$ cat src/rtl/pc_sequencer_pkg.sv
// pc_sequencer_pkg: shared state/op encodings and defaults for the PC sequencer
package pc_sequencer_pkg;
    localparam int DATA_W_DEF = 16;
    localparam int RAS_DEPTH_DEF = 4;
    typedef enum logic [2:0] {
        S_FETCH  = 3'd0,
        S_DECODE = 3'd1,
        S_EXEC   = 3'd2,
        S_MEM    = 3'd3,
        S_WB     = 3'd4,
        S_HALT   = 3'd5
    } state_t;
    typedef enum logic [2:0] {
        OP_ALU    = 3'd0,
        OP_LOAD   = 3'd1,
        OP_STORE  = 3'd2,
        OP_BRANCH = 3'd3,
        OP_JUMP   = 3'd4,
        OP_CALL   = 3'd5,
        OP_RET    = 3'd6,
        OP_HALT   = 3'd7
    } op_t;
endpackage

$ cat src/rtl/pc_ras.sv
// pc_ras: LIFO return-address stack; only the count is reset, entries are don't-care
module pc_ras #(
    parameter int W = 16,
    parameter int DEPTH = 4
) (
    input  logic         clk,
    input  logic         rst_n,
    input  logic         push,
    input  logic         pop,
    input  logic [W-1:0] din,
    output logic         full,
    output logic         empty,
    output logic [W-1:0] top
);
    localparam int AW = $clog2(DEPTH);
    logic [W-1:0] mem [DEPTH];
    logic [AW:0] cnt;
    logic [AW-1:0] tidx;
    assign tidx = AW'(cnt - 1'b1);
    assign full = cnt == (AW+1)'(DEPTH);
    assign empty = cnt == '0;
    assign top = mem[tidx];
    always_ff @(posedge clk) begin
        if (!rst_n) cnt <= '0;
        else if (push) cnt <= cnt + 1'b1;
        else if (pop) cnt <= cnt - 1'b1;
    end
    always_ff @(posedge clk) begin
        if (push) mem[cnt[AW-1:0]] <= din;
    end
endmodule

$ cat src/rtl/pc_sequencer.sv
// pc_sequencer: multicycle FETCH/DECODE/EXEC/MEM/WB control with next-PC mux and call/return stack
module pc_sequencer
    import pc_sequencer_pkg::*;
#(
    parameter int DATA_W = DATA_W_DEF,
    parameter int RAS_DEPTH = RAS_DEPTH_DEF
) (
    input  logic              clk,
    input  logic              rst_n,
    input  logic [DATA_W-1:0] pc_cur,
    input  logic              imem_ack,
    input  logic [2:0]        op_class,
    input  logic              br_taken,
    input  logic [DATA_W-1:0] br_offset,
    input  logic [DATA_W-1:0] jmp_target,
    input  logic              dmem_ack,
    output logic              pc_en,
    output logic [DATA_W-1:0] pc_next,
    output logic              ir_en,
    output logic              imem_req,
    output logic              dmem_req,
    output logic              dmem_we,
    output logic              rf_we,
    output logic [2:0]        state,
    output logic              halted,
    output logic              stack_err
);
    state_t st, nst;
    op_t op_q, op_in;
    logic err_q, set_err, push, pop, full, empty;
    logic [DATA_W-1:0] top, pc_inc;
    assign op_in = op_t'(op_class);
    assign pc_inc = pc_cur + 1'b1;
    pc_ras #(.W(DATA_W), .DEPTH(RAS_DEPTH)) u_ras (
        .clk(clk), .rst_n(rst_n), .push(push), .pop(pop), .din(pc_inc),
        .full(full), .empty(empty), .top(top)
    );
    always_ff @(posedge clk) begin
        if (!rst_n) begin
            st <= S_FETCH;
            op_q <= OP_ALU;
            err_q <= 1'b0;
        end else begin
            st <= nst;
            if (st == S_DECODE) op_q <= op_in;
            err_q <= err_q | set_err;
        end
    end
    always_comb begin
        nst = st;
        push = 1'b0;
        pop = 1'b0;
        set_err = 1'b0;
        pc_en = 1'b0;
        pc_next = '0;
        ir_en = 1'b0;
        imem_req = 1'b0;
        dmem_req = 1'b0;
        dmem_we = 1'b0;
        rf_we = 1'b0;
        case (st)
            S_FETCH: begin
                imem_req = 1'b1;
                ir_en = imem_ack;
                nst = imem_ack ? S_DECODE : S_FETCH;
            end
            S_DECODE: begin
                nst = S_EXEC;
                case (op_in)
                    OP_HALT: nst = S_HALT;
                    OP_JUMP: begin
                        pc_en = 1'b1;
                        pc_next = jmp_target;
                        nst = S_FETCH;
                    end
                    OP_CALL: begin
                        push = !full;
                        set_err = full;
                        pc_en = !full;
                        pc_next = full ? '0 : jmp_target;
                        nst = full ? S_HALT : S_FETCH;
                    end
                    OP_RET: begin
                        pop = !empty;
                        set_err = empty;
                        pc_en = !empty;
                        pc_next = empty ? '0 : top;
                        nst = empty ? S_HALT : S_FETCH;
                    end
                    default: ;
                endcase
            end
            S_EXEC: begin
                nst = (op_q == OP_ALU) ? S_WB : S_MEM;
                if (op_q == OP_BRANCH) begin
                    pc_en = 1'b1;
                    pc_next = br_taken ? pc_cur + br_offset : pc_inc;
                    nst = S_FETCH;
                end
            end
            S_MEM: begin
                dmem_req = 1'b1;
                dmem_we = op_q == OP_STORE;
                if (dmem_ack) begin
                    pc_en = dmem_we;
                    pc_next = dmem_we ? pc_inc : '0;
                    nst = dmem_we ? S_FETCH : S_WB;
                end
            end
            S_WB: begin
                rf_we = 1'b1;
                pc_en = 1'b1;
                pc_next = pc_inc;
                nst = S_FETCH;
            end
            S_HALT: ;
            default: nst = S_FETCH;
        endcase
        // reset overrides every output, including a same-cycle ack
        if (!rst_n) begin
            push = 1'b0;
            pop = 1'b0;
            set_err = 1'b0;
            pc_en = 1'b0;
            pc_next = '0;
            ir_en = 1'b0;
            imem_req = 1'b0;
            dmem_req = 1'b0;
            dmem_we = 1'b0;
            rf_we = 1'b0;
        end
    end
    assign state = rst_n ? st : S_FETCH;
    assign halted = rst_n && st == S_HALT;
    assign stack_err = rst_n && (err_q || set_err);
endmodule

$ cat config.mk
export PLATFORM = sky130hd
export DESIGN_NAME = pc_sequencer
export DESIGN_NICKNAME = d
export VERILOG_FILES = /design/src/rtl/pc_sequencer_pkg.sv /design/src/rtl/pc_ras.sv /design/src/rtl/pc_sequencer.sv
export SDC_FILE = /design/constraint.sdc
export NUM_CORES = 1
export LEC_CHECK = 0
export ABC_AREA = 1
export BUFFER_PORTS_ARGS = -buffer_cell sky130_fd_sc_hd__buf_2
export CELL_PAD_IN_SITES_DETAIL_PLACEMENT = 0
export CELL_PAD_IN_SITES_GLOBAL_PLACEMENT = 1
export CORE_AREA = 2 2 148 150
export CTS_BUF_LIST = sky130_fd_sc_hd__clkbuf_4
export CTS_CLUSTER_DIAMETER = 40
export DETAILED_ROUTE_END_ITERATION = 12
export DIE_AREA = 0 0 150 152
export PLACE_DENSITY_LB_ADDON = 0.1
export SETUP_SLACK_MARGIN = 0.5
export SYNTH_ARGS = -nofsm -noshare
export SYNTH_HDL_FRONTEND = slang
export SYNTH_SLANG_ARGS = --single-unit
$ cat constraint.sdc
create_clock -name clk -period 4.3 [get_ports clk]
set_input_delay 0.215 -clock clk [delete_from_list [all_inputs] [get_ports clk]]
set_output_delay 0.215 -clock clk [all_outputs]
set_load 0.01 [all_outputs]
== After elaboration in Yosys (flattened, before gate mapping) ==
Memory sizes are Yosys's and may differ from the RTL's.
Index checks and enable logic that the tools add are counted.
W data, S select, Z words.

* Flip-flop bits (word level): 10
* Bits in latches: 0
* Bits in writable memories: 64
* ROM bits: 0
* Input bits: 56
* Output and inout port bits: 27
* Word-level logic and storage cells: 81
* Memories: 1

{| class="wikitable"
|+ Memory list
! memory !! words !! bits a word !! read ports !! clocked after Yosys merged registers in !! wr ports !! line !! RTL
|-
| u_ras.mem || 4 || 16 || 1 || 0 || 1 || pc_ras.sv:16 || <nowiki>logic [W-1:0] mem [DEPTH];</nowiki>
|}

* $add $sub $neg: 4
* Multipliers: 0
* Div/mod/pow operators: 0
* Magnitude comparators: 0
* Eq/ne operators: 13
* Shift operators: 0
* Multiplexer cells: 47
* Bitwise operators: 2
* Reduce and logical (&&, ||, !) cells: 10

{| class="wikitable"
|+ Operator list
! operator !! number
|-
| $mux W16 || 7
|-
| $pmux W16 S4 || 1
|-
| $pmux W16 S3 || 1
|-
| $mux W3 || 9
|-
| $mux W1 || 24
|-
| $eq A3 B3 Y1 const B || 7
|-
| $add A16 B1 Y16 const B || 1
|-
| $add A16 B16 Y16 || 1
|-
| $pmux W3 S5 || 1
|-
| $eq A3 B2 Y1 const B || 4
|-
| $pmux W3 S4 || 1
|-
| $logic_not A3 Y1 || 3
|-
| $pmux W1 S4 || 1
|-
| $add A3 B1 Y3 const B || 1
|-
| $eq A3 B1 Y1 const B || 1
|-
| $pmux W1 S3 || 1
|-
| $sub A3 B1 Y3 const B || 1
|-
| $logic_and A1 B1 Y1 || 2
|-
| $logic_not A1 Y1 || 2
|-
| $ne A2 B2 Y1 const B || 1
|-
| $pmux W1 S2 || 1
|-
| $reduce_and A2 Y1 || 1
|-
| $reduce_bool A2 Y1 || 1
|-
| $logic_or A1 B1 Y1 || 1
|-
| 2 further kinds || 2
|}

== Logic depth before layout (Yosys ltp) ==
Gate-level depths: netlist of run 1.

* Depth after elaboration: 7
* Gate-level depth with buffers: 14
* Mapped depth without buffers: 12

== Hierarchy ==
Synthesis of run 1 repeated with hierarchy kept, for this count alone.

* Cell total of the unflattened synthesis: 686
* Area total of the unflattened synthesis: 5228.8 µm²

{| class="wikitable"
|+ By module, submodules not included
! module !! instances !! cells an instance !! area an instance (µm²) !! sequential area each (µm²)
|-
| pc_ras || 1 || 214 || 2770.2 || 1981.9
|-
| pc_sequencer || 1 || 472 || 2458.6 || 140.1
|}

== Worst setup path before layout of run 1 ==
Ideal clock, no wire load.

* Path type: register -> register
* Start: reg u_ras.cnt[0]
* End: mem u_ras.mem[0][0] (enable)
* Library setup time: 0.430 ns
* Arrival time: 2.743 ns
* Required time: 3.870 ns
* Path slack: 1.127 ns
* Stages on the path, launching flop included: 7
* Path buffers: 2
* Clock period less this slack: 3.173 ns
* Path through: dfxtp_1 -> buf_2 -> inv_1 -> buf_2 -> ha_1 -> nand2_1 -> nor4_1

* Word-level cells in the longest chain between the ends: 7

{| class="wikitable"
|+ RTL lines
! element !! line !! RTL
|-
| start, declared || pc_ras.sv:17 || <nowiki>logic [AW:0] cnt;</nowiki>
|-
| start signal, assigned || pc_ras.sv:25 || <nowiki>else if (push) cnt <= cnt + 1'b1;</nowiki>
|-
| start signal, assigned || pc_ras.sv:26 || <nowiki>else if (pop) cnt <= cnt - 1'b1;</nowiki>
|-
| $eq A3 B3 Y1 || pc_ras.sv:20 || <nowiki>assign full = cnt == (AW+1)'(DEPTH);</nowiki>
|-
| $logic_not A1 Y1 || pc_sequencer.sv:77 || <nowiki>push = !full;</nowiki>
|-
| $mux W1 || pc_sequencer.sv:69 || <nowiki>case (op_in)</nowiki>
|-
| $mux W1 || pc_sequencer.sv:61 || <nowiki>case (st)</nowiki>
|-
| $mux W1 || pc_sequencer.sv:120 || <nowiki>if (!rst_n) begin</nowiki>
|-
| $mux W1 || pc_ras.sv:29 || <nowiki>if (push) mem[cnt[AW-1:0]] <= din;</nowiki>
|-
| $mux W1 (not written as such) || pc_ras.sv:29 ||
|-
| end, declared || pc_ras.sv:16 ||
|}

Several ways; a longest one is shown, not always the timed one.

== Final worst setup path of run 1 ==
* Start: reg u_ras.cnt[0]
* End: out pc_next[8]

* Word-level cells in the longest chain between the ends: 6
* Elaborated cells on any way between the ends: 9
* Classes of those cells: add/sub (1); eq/ne (1); mux (5); reduce/logical (1); memory (1)

{| class="wikitable"
|+ RTL lines
! element !! line !! RTL
|-
| $sub A3 B1 Y3 || - ||
|-
| $mem_v2 Z4 W16 || - ||
|-
| $mux W16 || pc_sequencer.sv:87 || <nowiki>pc_next = empty ? '0 : top;</nowiki>
|-
| $pmux W16 S3 * || pc_sequencer.sv:69 ||
|-
| $pmux W16 S4 * || pc_sequencer.sv:61 ||
|-
| $mux W16 * || pc_sequencer.sv:120 ||
|-
| end, declared || pc_sequencer.sv:18 || <nowiki>output logic [DATA_W-1:0] pc_next,</nowiki>
|}

Mark *: on every way between the ends. The rest lies on a longest branch, timed or not.

==> out/metrics.yaml, run 1 <==
grt_antenna_before_repair: 1
layout.nets: 889
worst_slack_ns: 0.955
crit_start: "u_ras.cnt[0]$_SDFFE_PN0P_"
drt_iter0_drc: 345
placed_cells: 1078
core_region_area_mm2: 0.0214
hp-start: "dmem_ack"
grt_pass1_wl_um: 26600
synth_top_family_by_area: "simple AND/OR/NAND/NOR gates"
clock_sinks: 74
synth_common_cells: "nand2_1 (235), inv_1 (99), nor2_1 (80)"
rsz0062_at_grt: "false"
post-route-period-util_pct: 77.8
cp_data_arrival_time_ns: 3.13
fp-row-count: 54
vias: 4894
cts_tree: "done"
path_clk_slew_ns: 0.13
post-route-drc-count: 0
dp_hpwl_um: 13100
setup_tns_ns: 0
min_period_ns: 3.34
endpoint_kind: "output pin"
power_frac_comb_pct: 21.7
ys_types: 38
synth-compound-area-share_pct: 12.2
drt_wl_total_um: 16800
final_cells: 1097
die_width_um: 150
area.growth.synth_to_final_pct: 16.5
globalRouteTotalUtil_pct: 15.1
setup_viol: 0
synth-edff-count: 64
tightest_slew_ns: 0.658
yosysSeqAreaShare_pct: 40.7
finish.utilization_pct: 28.5
routedWlPerCell_um: 15.3
skew_ns: 0.0181
synth_area_leader_cell: "edfxtp_1"
post-place-ws_ns: 1.23
synth-xor-area-share_pct: 1.17
outcome: "finished, final reports clean"
drt_first_pass_iters: 4
power_density_mw_per_mm2: 249
clockBufferDepth: 2
power_switching_w: 0.000498
syn_nets: 807
postSynthAreaPerCell_um2: 7.16
synth.most_common_cell: "nand2_1"
slew_violations: 0
cp-start-kind: "flop"
muxShareOfSynthArea_pct: 0
drive_above_1_share_pct: 16.9
async_reset_ff_share_pct: 0
via_per_inst: 4.46
synth_area_mm2: 0.00522
num_io_pins: 83
die_area_mm2: 0.0228
numCtsBuffers: 9
grt_start_max_net_pins: 38
swShare_pct: 32.9
critPathKind: "reg -> out"
hp-class: "in -> reg"
start_util_pct: 24.4
pwr-share-clk_pct: 25.9
ys_ff_latch: 74
synth_fa_ha_area_share_pct: 5.42
clock.fmax_mhz: 299
place_congestion: 0.852
grt_pass1_vias: 4951
yosys.area.top_type_share_pct: 36.8
insertion_delay_ns: 0.46
postSynthCellCount: 729
max_slew_margin_pct: 56.1
ys.flop_type: "edfxtp_1"
grt_overflow: 0
max-vdd-ir-drop_mv: 0.0792
p_leak_nw: 2.79
htreeDepth: 3
antenna_left: 0
port_buffers: 82
hold_viol: 0
root_buffer: "clkbuf_4"
drv_cap: 0
crit_fanout: 37
nFillCells: 2441
rr_startpoint: "u_ras.cnt[0]$_SDFFE_PN0P_"
yosysWarnings: 0
floorplan.die.height_um: 152
synth_area_leaders: "edfxtp_1 (37%), nand2_1 (17%), inv_1 (7.1%), nor2_1 (5.8%), ha_1 (5.0%)"
seq_power_share_pct: 52.5
required_ns: 4.09
cts-hold-fix-buffers: 0
synth-simple-area-share_pct: 30.8
p_int_w: 0.00102
## power groups by stage
stage | clock (W) | combinational (W) | sequential [W]
after global routing | 0.000434 | 0.000378 | 0.000795
after floorplan | 0 | 0.000212 | 0.000809
final | 0.000392 | 0.000328 | 0.000794
after detailed placement | 0 | 0.000331 | 0.000810
after global placement | 0 | 0.000331 | 0.000810
after CTS | 0.000406 | 0.000333 | 0.000794
## cell type report
type | instances | area [um^2] | area share [%]
Timing Repair Buffer | 91 | 478 | 7.86
Clock inverter | 7 | 52.6 | 0.864
Tap cell | 280 | 350 | 5.76
Sequential cell | 74 | 2120 | 34.9
Clock buffer | 9 | 67.6 | 1.11
Inverter | 109 | 414 | 6.81
Multi-Input combinational cell | 526 | 2590 | 42.7
Antenna cell | 1 | 2.50 | 0.0411
## flip-flops by register name, summed over array words and instances, names as in the netlist
| signal | cells |
|---|---|
| op_q | 3 |
| u_ras.mem | 64 |
| u_ras.cnt | 3 |
| st | 3 |
| err_q | 1 |
## layout by cell type, fill, tap and decap left out, types with 2 or more instances in the layout
master        n
nand2_1     235
inv_1        98
buf_2        82
nor2_1       80
edfxtp_1     64
o21ai_0      47
nand3_1      41
a21oi_1      22
ha_1         21
o22ai_1      17
nor3_1       13
dfxtp_1      10
a21oi_2       9
clkbuf_4      9
buf_4         9
inv_2         7
xnor2_1       6
nand4_1       6
o211ai_1      6
clkinvlp_4    4
or2_2         3
clkinv_1      3
o21ai_1       3
a31oi_1       3
nor2_2        2
nand3_2       2
inv_6         2
## path summary, 6_finish.rpt
kind	endpoint	slack, ns	depth (start not counted)
hold reg to reg	err_q$_SDFF_PN0_	0.48	2
hold / removal	st[1]$_SDFFE_PN0P_	0.10	4
setup / recovery	pc_next[8]	0.96	14
setup reg to reg	u_ras.cnt[1]$_SDFFE_PN0P_	1.95	8
## logic make-up after synthesis
| kind of cell | after synthesis |
|---|---|
| buf+inv | 129 |
| simple gates | 388 |
| compound gates | 109 |
| flops | 74 |
| fa+ha+maj | 22 |
| xor+xnor | 7 |
## worst max-delay path, stage by stage (launching register included)
cell and delay (ns):
dfxtp_1 0.33, buf_4 0.32, inv_1 0.10, ha_1 0.57, clkinvlp_4 0.16, buf_4 0.22, o21ai_0 0.12, o22ai_1 0.13
nand2_1 0.06, nand2_1 0.08, nand2_1 0.05, nand2_1 0.09, a21oi_1 0.04, nor2_1 0.22, buf_2 0.18
## through the flow
step,hold WS (ns),cell area [um^2],total power [W]
after floorplan,0.353,5220,0.00102
after global placement,0.446,5940,0.00114
after detailed placement,0.453,5940,0.00114
after CTS,0.0701,6060,0.00153
after global routing,0.0926,6080,0.00161
final,0.101,6080,0.00151
## layer usage
layer	track usage [%]	up-vias	share of wire, %
li1	-	2528	-
met1	20.6	2230	48
met2	25.1	116	47
met3	2.07	20	3.8
met4	4.13	0	1.9
met5	0	-	0
## timing repair
| action | 4_1_cts | 5_1_grt |
|---|---|---|
| setup buffers | 0 | 2 |
| gates resized for setup | 0 | 1 |
| endpoints found under the setup margin | 0 | 6 |
(Power assumes the default switching activity.)
==> run 2, diff against run 1 <==
- ABC_AREA: 1 -> 0
- CORE_AREA: 2 2 148 150 -> 2 2 139 141
- DIE_AREA: 0 0 150 152 -> 0 0 141 143
- clock period: 4.3 -> 3.06 ns (I/O delays scaled with it)
==> run 2 against run 1 <==
Compared with the run above:
- largest cell class unchanged
- die area shrank 12%
- count of clock-buffer cells in the layout is the same
- sequential power grew 41%
- highest routed layer unchanged
==> out/metrics.yaml, run 2 <==
swShare_pct: 29.0
core_region_area_mm2: 0.0186
postSynthCellCount: 397
regArea_mm2: 0.00213
cts_tree: "done"
grt_pass1_wl_um: 21300
die_area_mm2: 0.0202
ys_types: 65
worst_slack_ns: 0.589
muxShareOfSynthArea_pct: 8.11
hp-class: "in -> reg"
area.growth.synth_to_final_pct: 25.4
p_total_w: 0.00215
synth_area_leaders: "edfxtp_1 (42%), mux4_2 (7.9%), ha_1 (5.8%), dfxtp_1 (4.4%), xnor2_1 (3.5%)"
htreeDepth: 3
final_common_cell: "buf_2"
max-vdd-ir-drop_mv: 0.138
path_clk_slew_ns: 0.13
fp-row-count: 50
syn_nets: 475
routedWlPerCell_um: 18.9
ys.flop_type: "edfxtp_1"
layout.nets: 583
port_buffers: 82
postSynthAreaPerCell_um2: 11.5
crit_fanout: 7
synth_area_leader_cell: "edfxtp_1"
grt_pass1_vias: 3666
seq_power_share_pct: 52.1
power_switching_w: 0.000623
die_width_um: 141
synth_top_family_by_area: "compound AO/OA/AOI/OAI gates"
max_slew_margin_pct: 58.1
largest_reg_flops: 64
synth-simple-area-share_pct: 13.9
skew_ns: 0.0194
power_frac_comb_pct: 19.5
outcome: "finished, final reports clean"
dp_hpwl_um: 10500
min_period_ns: 2.47
pwr-share-clk_pct: 28.4
cp_data_arrival_time_ns: 2.32
drt_wl_total_um: 14100
setup_tns_ns: 0
grt_overflow: 0
endpoint_kind: "output pin"
finish.utilization_pct: 30.8
nFillCells: 1912
clock_sinks: 74
yosysSeqAreaShare_pct: 46.4
numCtsBuffers: 9
synth_common_cells: "edfxtp_1 (64), nor2_1 (32), a21oi_1 (28)"
yosysWarnings: 0
grt_start_max_net_pins: 19
post-place-ws_ns: 0.431
async_reset_ff_share_pct: 0
num_io_pins: 83
synth_fa_ha_area_share_pct: 6.19
insertion_delay_ns: 0.44
setup_viol: 0
drt_iter0_drc: 216
drt_first_pass_iters: 4
rsz0062_at_grt: "true"
start_util_pct: 24.6
drv_cap: 0
root_buffer: "clkbuf_4"
via_per_inst: 4.82
synth-compound-area-share_pct: 16.2
post-route-period-util_pct: 80.8
vias: 3593
tightest_slew_ns: 0.623
globalRouteTotalUtil_pct: 14.1
synth.most_common_cell: "edfxtp_1"
p_leak_nw: 2.11
ys_ff_latch: 74
synth-xor-area-share_pct: 5.53
post-route-drc-count: 0
antenna_left: 0
synth-edff-count: 64
slew_violations: 0
synth_area_mm2: 0.00457
clock.fmax_mhz: 405
critPathKind: "reg -> out"
required_ns: 2.91
hold_viol: 0
clockBufferDepth: 2
floorplan.die.height_um: 143
drive_above_1_share_pct: 36.7
p_int_w: 0.00152
most-common-layout-cells: "buf_2 (81), edfxtp_1 (64), nor2_1 (31)"
grt_antenna_before_repair: 1
place_congestion: 0.763
power_density_mw_per_mm2: 375
cp-start-kind: "flop"
yosys.area.top_type_share_pct: 42.1
multi_input_area_mm2: 0.00236
r2r_slack_ns: 1.00
-- run 2: cell count changes in the layout (fill, tap and decap cells not counted), moves of 16 or more --
cell	before	now
nand2_1	235	22
buf_4	9	26
inv_1	98	11
nor2_1	80	31
mux4_2	0	16
o21ai_0	47	10
nand3_1	41	10
-- run 2: what timing repair did --
item,4_1_cts,5_1_grt
endpoints found under the setup margin,17,17
hold buffers,0,0
buffers inserted,13,6
gates resized for setup,21,16
pin swaps,6,9
-- run 2: per-layer routing --
layer	global-route usage (%)	vias to the layer above	routed length, um	share of wire, %
met5	0	-	0	0
met1	18.9	1752	6440	46
met3	2.21	8	574	4.1
met4	3.95	0	123	0.87
met2	23.7	91	6980	49
li1	-	1742	-	-
-- run 2: kinds of logic (layout without fill, tap and decap cells) --
kind of cell / Yosys count / in the layout
xor gates and xnor gates: 28 / 28
adders and majority gates: 22 / 22
other: 0 / 1
DFF: 74 / 74
AOI/OAI and AO/OA: 107 / 107
and+or+nand+nor: 116 / 116
buffers and inverters: 33 / 146
muxes: 17 / 17
-- run 2: final timing paths --
kind | from | endpoint | depth (start not counted)
worst min-delay path | imem_ack | st[0]$_SDFFE_PN0P_ | 3
worst min register to register | err_q$_SDFF_PN0_ | err_q$_SDFF_PN0_ | 1
worst max register to register | st[1]$_SDFFE_PN0P_ | u_ras.mem[1][2]$_DFFE_PP_ | 6
worst max-delay path | u_ras.cnt[0]$_SDFFE_PN0P_ | pc_next[2] | 8
-- run 2: power groups by stage --
stage               Combinational, W  Sequential [W]  Clock, W
CTS                         0.000408         0.00112  0.000636
detailed placement          0.000393         0.00114         0
finish                      0.000418         0.00112  0.000610
floorplan                   0.000253         0.00113         0
global placement            0.000396         0.00114         0
global route                0.000461         0.00112  0.000683
-- run 2: area by class of cell --
| type | instances | area share (%) |
|---|---|---|
| Multi-Input combinational cell | 290 | 41.2 |
| Sequential cell | 74 | 37.2 |
| Timing Repair Buffer | 117 | 13.1 |
| Tap cell | 234 | 5.11 |
| Clock buffer | 9 | 1.18 |
| Clock inverter | 7 | 1.18 |
| Inverter | 13 | 0.896 |
| Antenna cell | 1 | 0.0437 |
-- run 2: critical path, cell delays in order (launching register included) --
cell	delay, ns
dfxtp_4	0.39
inv_4	0.05
ha_4	0.28
buf_8	0.13
mux4_2	0.31
a22o_1	0.20
a222oi_1	0.32
nor2_1	0.07
buf_2	0.15
-- run 2: stage by stage --
stage          instance area, um^2  std cells  hold slack [ns]
6_report                      5730        745           0.0374
2_1_floorplan                 4570        397            0.298
5_1_grt                       5730        745           0.0154
4_1_cts                       5620        738          0.00708
3_3_place_gp                  5280        709            0.448
3_5_place_dp                  5280        709            0.461
==> run 3, diff against run 2 <==
- ABC_AREA: 0 -> 1
- CORE_AREA: 2 2 139 141 -> 2 2 148 150
- DIE_AREA: 0 0 141 143 -> 0 0 150 152
- clock period: 3.06 -> 2.05 ns (I/O delays scaled with it)
==> run 3 against run 2 <==
Compared with the run above:
- the flow now finishes with violations (setup timing)
- wire length is 24% higher
- flip-flop and latch count unchanged
- die area rose by 13%
- critical path depth rose by 4
- core utilization is 0.79 points higher
- clock skew shrank 0.0050 ns
- count of clock-buffer cells in the layout did not move
- register-to-register slack got worse by 0.66 ns
- final cell count rose by 51%
- design area up 18%
- sequential share of layout area is 5.5 points lower
- largest cell class unchanged
- highest routed layer unchanged
==> out/metrics.yaml, run 3 (synthesized netlist as in run 1, its figures left out) <==
drt_first_pass_iters: 4
core_region_area_mm2: 0.0214
post-route-drc-count: 0
vias: 4953
area.growth.synth_to_final_pct: 29.3
antenna_left: 0
critPathKind: "reg -> out"
max-vdd-ir-drop_mv: 0.263
hp-class: "in -> reg"
setup_viol: 16
crit_family: "buffers and inverters"
setup_tns_ns: -3.63
drt_wl_total_um: 17500
largest_reg_flops: 64
globalRouteTotalUtil_pct: 15.4
final_common_cell: "nand2_1"
routedWlPerCell_um: 15.6
power_switching_w: 0.00104
floorplan.die.height_um: 152
r2r_slack_ns: 0.34
swShare_pct: 29.1
slowest_stage: "dfxtp_4"
drt_iter0_drc: 202
num_io_pins: 83
p_int_w: 0.00254
cp_cell_sequence: "inv_4 > ha_4 > buf_12 > o21ai_1 > o22ai_1 > nand2_1 > nand2_2 > nand2_1 > nand2_1 > inv_1 > a21oi_2 > buf_2"
seq_power_share_pct: 46.7
via_per_inst: 4.40
rsz0062_at_grt: "true"
slew_violations: 0
insertion_delay_ns: 0.43
port_buffers: 82
place_congestion: 0.805
max_slew_margin_pct: 60.0
grt_pass1_wl_um: 26900
violations: "setup timing"
endpoint_kind: "output pin"
grt_start_max_net_pins: 37
grt_pass1_vias: 4796
cp-start-kind: "flop"
root_buffer: "clkbuf_4"
layout.nets: 917
skew_ns: 0.0144
path_clk_slew_ns: 0.12
start_util_pct: 24.4
cts_tree: "done"
dp_hpwl_um: 13000
cpMostUsedCell: "nand2_1"
cp_num_buf_inv: 4
hold_viol: 0
clock.fmax_mhz: 429
crit_fanout: 8
p_leak_nw: 3.03
grt_antenna_before_repair: 1
clock_sinks: 74
worst_path_largest_cell_delay_ns: 0.38
tightest_slew_ns: 0.596
cp_data_arrival_time_ns: 2.23
die_area_mm2: 0.0228
post-route-period-util_pct: 114
placed_cell_area_mm2: 0.00619
power_density_mw_per_mm2: 530
min_period_ns: 2.33
required_ns: 1.95
numCtsBuffers: 9
pwr-share-clk_pct: 31.6
drv_cap: 0
htreeDepth: 3
die_width_um: 150
stdcell_area_mm2: 0.00675
worst_slack_ns: -0.281
grt_overflow: 0
most-common-layout-cells: "nand2_1 (225), inv_1 (91), buf_2 (80)"
fp-row-count: 54
power_frac_comb_pct: 21.7
clockBufferDepth: 2
outcome: "complete, but fails checks"
drive_above_1_share_pct: 25.0
run 3: cell types whose count changed in the layout (fill, tap and decap cells not counted), sizes merged, moves of 8 or more:
cell / change
xor2: -8
mux4: -16
nand2: +214
o22ai: +12
inv: +94
a22oi: -15
xnor2: -13
nor2: +51
o21ai: +35
nand3: +32
run 3: area by class of cell:
class                           instances  area (um^2)
Antenna cell                            1         2.50
Clock buffer                            9         67.6
Clock inverter                          7          108
Fill cell                            2314        14600
Inverter                              109          435
Multi-Input combinational cell        526         2810
Sequential cell                        74         2140
Tap cell                              280          350
Timing Repair Buffer                  117          818
Timing Repair inverter                  2         20.0
run 3: path summary, 6_finish.rpt:
| path | from | to | cells after the start |
|---|---|---|---|
| setup / recovery | u_ras.cnt[0]$_SDFFE_PN0P_ | pc_next[5] | 12 |
| hold / removal | op_class[1] | op_q[1]$_SDFFE_PN0P_ | 3 |
| setup reg to reg | st[0]$_SDFFE_PN0P_ | u_ras.mem[3][12]$_DFFE_PP_ | 7 |
| hold reg to reg | err_q$_SDFF_PN0_ | err_q$_SDFF_PN0_ | 2 |
run 3: worst min-delay path: cells and delay by family:
kind / cells / cell delay [ns]
AO/OA/AOI/OAI: 2 / 0.25
buffers and inverters: 1 / 0.14
run 3: per-layer routing:
metal  wire length [um]  GRT usage, %  vias to the layer above
li1                   -             -                     2598
met1               8410          20.8                     2273
met2               8470          25.9                       66
met3                401          2.07                       16
met4                213          4.09                        0
met5                  0             0                        -
run 3: timing repair:
item / in CTS / in global routing
setup buffers: 8 / 4
hold buffers: 2 / 0
cloned: 3 / 0
endpoints found under the hold margin: 2 / 0
resized for setup: 41 / 41
setup endpoints to repair: 89 / 83
pin swaps: 16 / 44
run 3: metrics by stage:
stage | total power, W | util (%) | setup WS, ns | hold slack, ns | cells
after detailed placement | 0.00242 | 29.0 | 0.0318 | 0.439 | 1091
after global placement | 0.00243 | 29.0 | 0.0392 | 0.437 | 1091
after CTS | 0.00359 | 30.9 | -0.320 | 0.0459 | 1120
final | 0.00358 | 31.6 | -0.281 | 0.0895 | 1125
after global routing | 0.00375 | 31.6 | -0.426 | 0.0695 | 1125
after floorplan | 0.00216 | - | 0.252 | 0.233 | 729
run 3: power groups by stage:
stage | combinational (W) | clock (W) | sequential (W)
after floorplan | 0.000461 | 0 | 0.00170
after global placement | 0.000725 | 0 | 0.00170
after detailed placement | 0.000721 | 0 | 0.00170
after CTS | 0.000765 | 0.00116 | 0.00167
after global routing | 0.000873 | 0.00121 | 0.00167
final | 0.000776 | 0.00113 | 0.00167
